### src/rtl/spi_page_program.sv
// M25P16 page-program controller: WREN, then PP with a 24-bit address and 1..256 data bytes,
// then RDSR polling until WIP clears. SPI mode 0, MSB first.
module spi_page_program #(
  parameter int unsigned CLK_DIV = 2,
  parameter int unsigned CS_GAP  = 5
) (
  input  logic        sys_clk,
  input  logic        sys_rst,
  input  logic        start,
  input  logic [23:0] addr,
  input  logic [8:0]  len,
  output logic        wr_req,
  input  logic [7:0]  wr_data,
  output logic        busy,
  output logic        done,
  output logic        err,
  input  logic        spi_miso,
  output logic        spi_sclk,
  output logic        spi_cs,
  output logic        spi_mosi
);

  localparam int unsigned DivW = (CLK_DIV > 1) ? $clog2(CLK_DIV) : 1;
  localparam int unsigned GapW = (CS_GAP > 1) ? $clog2(CS_GAP) : 1;
  localparam logic [DivW-1:0] DivLast = DivW'(CLK_DIV - 1);
  localparam logic [GapW-1:0] GapLast = GapW'(CS_GAP - 1);

  localparam logic [7:0] OpWren = 8'h06;
  localparam logic [7:0] OpPp   = 8'h02;
  localparam logic [7:0] OpRdsr = 8'h05;

  typedef enum logic [3:0] {
    StIdle,
    StWren,
    StGap1,
    StPpCmd,
    StPpAddr,
    StPpData,
    StGap2,
    StRdsrCmd,
    StRdsrPoll,
    StFin
  } state_e;

  state_e          state_q;
  state_e          byte_next_state;
  logic [DivW-1:0] div_q;
  logic [GapW-1:0] gap_q;
  logic [2:0]      bit_q;
  logic [7:0]      tx_q;
  logic            miso_q;
  logic [8:0]      byte_cnt_q;
  logic [23:0]     addr_q;
  logic [1:0]      addr_idx_q;
  logic            tail_q;
  logic            req_dly_q;
  logic [7:0]      data_q;

  logic            div_end;
  logic [8:0]      cnt_dec;
  logic [7:0]      load_byte;
  logic            frame_last;
  logic            req_next;

  assign div_end = (div_q == DivLast);
  assign cnt_dec = byte_cnt_q - 9'd1;

  // What happens at the end of the byte currently on the wire: the next byte to shift,
  // whether the frame closes instead, and whether to fetch another data byte.
  always_comb begin
    load_byte       = 8'h00;
    frame_last      = 1'b0;
    req_next        = 1'b0;
    byte_next_state = state_q;
    case (state_q)
      StWren: frame_last = 1'b1;
      StPpCmd: begin
        load_byte       = addr_q[23:16];
        byte_next_state = StPpAddr;
      end
      StPpAddr: begin
        case (addr_idx_q)
          2'd0: load_byte = addr_q[15:8];
          2'd1: begin
            load_byte = addr_q[7:0];
            req_next  = 1'b1;
          end
          default: begin
            load_byte       = data_q;
            req_next        = (byte_cnt_q > 9'd1);
            byte_next_state = StPpData;
          end
        endcase
      end
      StPpData: begin
        frame_last = (cnt_dec == 9'd0);
        load_byte  = data_q;
        req_next   = (cnt_dec > 9'd1);
      end
      StRdsrCmd: byte_next_state = StRdsrPoll;
      StRdsrPoll: frame_last = !miso_q;
      default: ;
    endcase
  end

  always_ff @(posedge sys_clk or posedge sys_rst) begin
    if (sys_rst) begin
      state_q    <= StIdle;
      div_q      <= '0;
      gap_q      <= '0;
      bit_q      <= 3'd0;
      tx_q       <= 8'h00;
      miso_q     <= 1'b0;
      byte_cnt_q <= 9'd0;
      addr_q     <= 24'h000000;
      addr_idx_q <= 2'd0;
      tail_q     <= 1'b0;
      req_dly_q  <= 1'b0;
      data_q     <= 8'h00;
      wr_req     <= 1'b0;
      busy       <= 1'b0;
      done       <= 1'b0;
      err        <= 1'b0;
      spi_sclk   <= 1'b0;
      spi_cs     <= 1'b1;
      spi_mosi   <= 1'b0;
    end else begin
      wr_req    <= 1'b0;
      done      <= 1'b0;
      err       <= 1'b0;
      // The source presents wr_data one cycle after wr_req.
      req_dly_q <= wr_req;
      if (req_dly_q) data_q <= wr_data;

      case (state_q)
        StIdle: begin
          if (start) begin
            if (len == 9'd0 || len > 9'd256) begin
              err <= 1'b1;
            end else begin
              addr_q     <= addr;
              byte_cnt_q <= len;
              busy       <= 1'b1;
              spi_cs     <= 1'b0;
              spi_mosi   <= OpWren[7];
              tx_q       <= {OpWren[6:0], 1'b0};
              bit_q      <= 3'd7;
              div_q      <= '0;
              tail_q     <= 1'b0;
              state_q    <= StWren;
            end
          end
        end

        StGap1, StGap2: begin
          if (gap_q == GapLast) begin
            spi_cs <= 1'b0;
            bit_q  <= 3'd7;
            div_q  <= '0;
            tail_q <= 1'b0;
            if (state_q == StGap1) begin
              spi_mosi <= OpPp[7];
              tx_q     <= {OpPp[6:0], 1'b0};
              state_q  <= StPpCmd;
            end else begin
              spi_mosi <= OpRdsr[7];
              tx_q     <= {OpRdsr[6:0], 1'b0};
              state_q  <= StRdsrCmd;
            end
          end else begin
            gap_q <= gap_q + 1'b1;
          end
        end

        StFin: begin
          done    <= 1'b1;
          busy    <= 1'b0;
          state_q <= StIdle;
        end

        default: begin
          if (!div_end) begin
            div_q <= div_q + 1'b1;
          end else begin
            div_q <= '0;
            if (tail_q) begin
              // Half a bit after the last falling edge: release CS.
              spi_cs <= 1'b1;
              tail_q <= 1'b0;
              gap_q  <= '0;
              if (state_q == StWren) begin
                state_q <= StGap1;
              end else if (state_q == StPpData) begin
                state_q <= StGap2;
              end else begin
                state_q <= StFin;
              end
            end else if (!spi_sclk) begin
              spi_sclk <= 1'b1;
              miso_q   <= spi_miso;
            end else begin
              spi_sclk <= 1'b0;
              if (bit_q != 3'd0) begin
                spi_mosi <= tx_q[7];
                tx_q     <= {tx_q[6:0], 1'b0};
                bit_q    <= bit_q - 3'd1;
              end else begin
                if (state_q == StPpData) byte_cnt_q <= cnt_dec;
                if (frame_last) begin
                  tail_q   <= 1'b1;
                  spi_mosi <= 1'b0;
                end else begin
                  spi_mosi   <= load_byte[7];
                  tx_q       <= {load_byte[6:0], 1'b0};
                  bit_q      <= 3'd7;
                  wr_req     <= req_next;
                  addr_idx_q <= (state_q == StPpAddr) ? addr_idx_q + 2'd1 : 2'd0;
                  state_q    <= byte_next_state;
                end
              end
            end
          end
        end
      endcase
    end
  end

endmodule

### config.mk
export PLATFORM = sky130hd
export DESIGN_NAME = spi_page_program
export DESIGN_NICKNAME = d
export VERILOG_FILES = /design/src/rtl/spi_page_program.sv
export SDC_FILE = /design/constraint.sdc
export NUM_CORES = 1
export LEC_CHECK = 0
export ABC_AREA = 1
export CORE_ASPECT_RATIO = 1.5
export CORE_MARGIN = 2
export CORE_UTILIZATION = 44
export DETAILED_ROUTE_END_ITERATION = 12
export GPL_TIMING_DRIVEN = 0
export HOLD_SLACK_MARGIN = 0.15
export PLACE_DENSITY_LB_ADDON = 0.3
export SYNTH_ARGS = -nofsm -noshare
export SYNTH_HDL_FRONTEND = slang
export SYNTH_SLANG_ARGS = --single-unit
export TNS_END_PERCENT = 100
### constraint.sdc
create_clock -name sys_clk -period 2.8 [get_ports sys_clk]
set_input_delay 0.28 -clock sys_clk [delete_from_list [all_inputs] [get_ports sys_clk]]
set_output_delay 0.28 -clock sys_clk [all_outputs]
set_load 0.1 [all_outputs]
==> metrics.txt, run 1 <==
Post-Syn Nets=559; CTS sink cnt=71; DP HPWL=7.162 mm; Synth Area in Compound Gates=0.1080; clock root cell=clkbuf_16; final setup violation count=0; row cnt=42; CP Data Arrival Time=1.98 ns; pre-CTS WS=0.4544 ns; Worst setup SP type=register; post-layout minimum cycle time=2.263 ns; Fmax=around 440 MHz; WL/cell=14.20 um; Final Wtd Congestion=0.9468; vias post-DR=3,583; fin area=0.004916 mm2; number of max-cap violations=0; TritonRoute pass-1 iters=5; fin util=0.5568; largest net degree at the start of global routing=72; setup bufs post-CTS=0; status=complete, no violations; # H-tree levels=3; flops & latches, synth=71; Post-CTS Hold Fix Bufs=0; post-cts sizing count=0; DRC violations left=0; Antenna Cells=0; hold_ws=just under 0.4 ns; sequential area share after synthesis=0.4462; fin crit share=0.8082; relative slew slack=0.3544; RSZ-0062 raised after global routing=no; Die W=81.71 um; synthesized cell area=0.003985 mm2; Routed Antenna Nets=0; most common library cell in the layout ignoring fill and taps=nand2_1; most frequent cells in the layout=133 x nand2_1, 70 x dfrtp_1, 59 x inv_1, 53 x nor2_1, 51 x clkdlybuf4s50_1; die height=120.6 um; Hold WC Path Type=register to register; Syn Inst Count=504; final hold vios=0; main combinational cell family by area after synthesis=simple AND/OR/NAND/NOR gates; clk buf depth=2; crit path cell chain=clkdlybuf4s50_1; Total GRT Usage=0.2152; worst setup margin=0.5371 ns; Buf+Inv Stages, Crit Path=1; Core Area=0.008828 mm2; grt ovf=0; post-synthesis simple-gate area fraction=0.2760; vias in the first global route=3,669; final total power=approximately 0.0053 W; Mapped Avg Cell Area=7.907 um2; initial antenna violation count=0; Final nets=~620; crit path max fanout=2; Slew @ Worst Pin=0.9653 ns; Crit-path slowest cell=clkdlybuf4s50_1; CTS Buf Count=9; vias per inst=approximately 5.3; Post-Synth Adder-Cell Area=0.03140; Slew Limit Fails=0; placed instance area=between 0.004 and 0.005 mm2; Routed WL=~9.7 mm; die area=0.009850 mm2; Clk pin slew, worst setup/hold paths=approximately 0.06 ns; ratio of cells with drive above 1 in the final layout=0.1123; slowest stage delay, CP=around 1.1 ns; mux contribution to synthesized area=0.05369; starting density of the core=0.4514; Critical Path Sink Type=output pin; total I/O pin count=between 50 and 60; setup clock skew after layout=around 0.0091 ns; Synth Area in XOR/XNOR=0.006593; Setup CP Type=register to output pin; delay-heaviest family, CP=buffers and inverters; I/O Buffers=between 50 and 60; 1st-iter DRT viols=~210; Power Dens Cells=1086 mW/mm2; Syn. warnings=0; required time worst endpoint=around 2.5 ns; global-route wire length before repair=16.30 mm; CTS tree=yes; Distinct cells, synth=33; VDD IR max=0.6707 mV; clock latency at the later pin of the worst-skew pair=0.34 ns; Area Growth Syn to Fin=23.36%; Leakage Power=2.374 nW
==> registers in the layout (all words and copies together), names as in the netlist <==
register    count
addr_idx_q      2
addr_q         24
bit_q           3
busy            1
byte_cnt_q      9
data_q          8
div_end         1
done            1
err             1
gap_q           3
miso_q          1
req_dly_q       1
spi_cs          1
spi_mosi        1
spi_sclk        1
state_q         4
tail_q          1
tx_q            7
wr_req          1
==> worst paths after layout <==
path	start	to	slack, ns	cells past startpoint
setup reg to reg	byte_cnt_q[0]	tx_q[5]	0.54	12
max in group asynchronous	sys_rst	data_q[4]	1.74	2
min in group asynchronous	sys_rst	addr_q[8]	0.48	2
setup / recovery	spi_cs	spi_cs	0.54	1
hold reg to reg	wr_req	req_dly_q	0.39	0
hold / removal	wr_req	req_dly_q	0.39	0
==> final cells by class <==
class                      instances  area (um2)
sequential                        71        1778
fill                             832        3913
timing repair buffer              51       510.5
buffer                            12       71.32
tap                              110       137.6
clock inverter                     4       47.55
inverter                          64       242.7
clock buffer                      11       232.7
multi-input combinational        357        1896
==> logic make-up after synthesis <==
logic type               after synthesis
AND/OR/NAND/NOR                      249
flip-flops                            71
AO/OA/AOI/OAI                         76
adder cells (fa/ha/maj)               10
multiplexers                          19
XOR/XNOR                               3
buffers and inverters                 76
==> per-layer routing <==
metal	up-vias	share of wire	global-route usage
li1	1764	-	-
met1	1690	0.41	0.2569
met2	108	0.51	0.3765
met3	21	0.044	0.03060
met4	0	0.030	0.09479
met5	-	0	0
==> per-stage QoR <==
stage | instances | TNS, ns
3_5_place_dp | 665 | 0
4_1_cts | 680 | 0
3_3_place_gp | 665 | -35.99
5_1_grt | 680 | 0
2_1_floorplan | 504 | 0
6_report | 680 | 0
==> synth_stat cells <==
library cell	n	area, um2
nand3_2	3	30.03
nand2_4	2	22.52
o21a_1	1	7.510
nand2_2	4	25.02
nand3_1	33	165.2
o21ai_1	2	10.01
buf_4	2	15.01
nor3_4	2	32.53
nor2_2	4	25.02
buf_2	3	15.01
ha_1	10	125.1
xnor2_1	2	17.52
nor2_1	53	198.9
nor3_1	3	15.01
a21oi_1	22	110.1
clkbuf_1	5	18.77
o211ai_1	10	75.07
xor2_1	1	8.760
nor2_4	2	22.52
buf_6	2	22.52
a31oi_1	2	12.51
dfstp_2	1	26.28
nand3b_1	1	7.510
mux2_2	19	214.0
nand4_1	9	56.30
inv_2	4	15.01
o21ai_2	2	17.52
nand2_1	133	499.2
o21ai_0	29	145.1
a22o_1	1	8.760
o22ai_1	7	43.79
inv_1	60	225.2
dfrtp_1	70	1752
==> power breakdown <==
part / internal, W / switching (W) / leakage, nW
Sequential: 0.00143 / 0.000261 / 0.876
Combinational: 0.000866 / 0.00167 / 1.36
Clock: 0.000682 / 0.000424 / 0.135
Total: 0.00298 / 0.00236 / 2.37
Note: power is estimated with default switching activity, not from simulation.
==> inputs of run 2 (changes only) <==
==> constraint.sdc (replaced) <==
create_clock -name sys_clk -period 2.4 [get_ports sys_clk]
set_input_delay 0.24 -clock sys_clk [delete_from_list [all_inputs] [get_ports sys_clk]]
set_output_delay 0.24 -clock sys_clk [all_outputs]
set_load 0.1 [all_outputs]
==> run 2 against run 1 <==
Net effect:
- sequential power up 17%
- die area unchanged
- routed wire length rose by 0.29%
- sequential share of layout area hardly changed
- final cell count unchanged
- global-route usage stayed put
- non-clock buffer count unchanged
- power grew 17%
- critical path depth stayed put
- final area about the same
- hold slack gained 0.00062 ns
==> metrics.txt, run 2 (synthesis gave the netlist of run 1 again) <==
post-layout minimum cycle time=2.229 ns; vias per inst=5.251; vias in the first global route=3,669; die height=approximately 120 um; setup bufs post-CTS=0; global-route wire length before repair=16.30 mm; clk buf depth=2; Final nets=621; number of max-cap violations=0; required time worst endpoint=2.16 ns; max reg flops=24; TritonRoute pass-1 iters=4; CTS tree=yes; Filler Cells Inserted=831; WL/cell=between 10 and 15 um; R2R depth=12; RSZ-0062 raised after global routing=no; most frequent cells in the layout=133 x nand2_1, 70 x dfrtp_1, 58 x inv_1, 53 x nor2_1, 51 x clkdlybuf4s50_1; crit path max fanout=2; row cnt=42; pre-CTS WS=0.09443 ns; DRC violations left=0; delay-heaviest family, CP=buffers and inverters; footprint of the multi-input gates=0.001896 mm2; Hold WC Path Type=register to register; clock root cell=clkbuf_16; fin crit share=0.9288; Die W=slightly above 80 um; DP HPWL=roughly 7.2 mm; Core Area=0.008828 mm2; Reg area=0.001778 mm2; Worst Setup EP=spi_cs; Worst setup SP type=register; Buf+Inv Stages, Crit Path=1; Final Wtd Congestion=0.9468; 1st-iter DRT viols=200; Area Growth Syn to Fin=23.39%; clock latency at the later pin of the worst-skew pair=0.34 ns; CP Data Arrival Time=1.99 ns; Critical Path Sink Type=output pin; VDD IR max=~0.78 mV; r2r endpoint=tx_q[5]; crit path cell chain=clkdlybuf4s50_1; most common library cell in the layout ignoring fill and taps=nand2_1; die area=0.009850 mm2; worst r2r src=byte_cnt_q[0]; slowest stage delay, CP=1.12 ns; Regs by FF count=addr_q x24, byte_cnt_q x9, data_q x8; Antenna Cells=0; Slew @ Worst Pin=0.9653 ns; Total GRT Usage=0.2152; vias post-DR=3,571; initial antenna violation count=0; Routed Antenna Nets=0; starting density of the core=0.4514; Fmax=roughly 450 MHz; largest net degree at the start of global routing=72; final setup violation count=0; CTS Buf Count=9; Worst path depth=1; worst setup margin=0.1708 ns; Routed WL=between 9 and 10 mm; final total power=0.006234 W; crit path launch=spi_cs; Setup CP Type=register to output pin; Top reg by flops=addr_q; CTS sink cnt=71; Slew Limit Fails=0; relative slew slack=0.3544; I/O Buffers=51; total I/O pin count=52; Clk pin slew, worst setup/hold paths=0.06 ns; status=complete, no violations; # H-tree levels=3; grt ovf=0; reg2reg setup slack=between 0.2 and 0.25 ns; Crit-path slowest cell=clkdlybuf4s50_1; final hold vios=0; Leakage Power=around 2.4 nW; ratio of cells with drive above 1 in the final layout=0.1158; Power Dens Cells=1268 mW/mm2; setup clock skew after layout=0.008386 ns
==> run 2: final cells by class <==
type	count	area share
flip-flops and latches	71	0.3616
inverters	64	0.04936
repair buffers	51	0.1038
clock buffers	11	0.04733
clock inverters	4	0.009669
well taps	110	0.02799
multi-input cells	357	0.3855
plain buffers	12	0.01476
==> run 2: per-stage QoR <==
step	TNS, ns	cell area, um2	hold WS [ns]	util	cells
2_1_floorplan	0	3985	0.3610	-	504
3_3_place_gp	-61.38	4633	0.3664	0.5248	665
5_1_grt	0	4917	0.4008	0.5570	680
4_1_cts	0	4916	0.3890	0.5568	680
3_5_place_dp	0	4636	0.3719	0.5251	665
6_report	0	4917	0.3884	0.5570	680
==> run 2: power breakdown <==
part	switching [W]	internal (W)
Sequential	0.000306	0.00167
Clock	0.000499	0.000795
Combinational	0.00195	0.00101
==> run 2: layer usage <==
metal | GRT usage | share of wire | up-vias
li1 | - | - | 1766
met1 | 0.2569 | 0.41 | 1693
met2 | 0.3765 | 0.52 | 94
met3 | 0.03060 | 0.041 | 18
met4 | 0.09479 | 0.029 | 0
met5 | 0 | 0 | -
==> run 2: worst min-delay path by stage <==
stage / start / end / slack, ns / cells past startpoint
final: wr_req / req_dly_q / 0.39 / 0
after global routing: wr_req / req_dly_q / 0.40 / 0
after CTS: wr_req / req_dly_q / 0.39 / 0
after detailed placement: wr_req / req_dly_q / 0.37 / 0
after global placement: wr_req / req_dly_q / 0.37 / 0
after floorplan: wr_data[7] / data_q[7] / 0.36 / 2
==> run 2: timing repair <==
item / in CTS / in global routing
endpoints found under the setup margin: 0 / 14
hold buffers: 0 / 0
gates resized for setup: 0 / 3
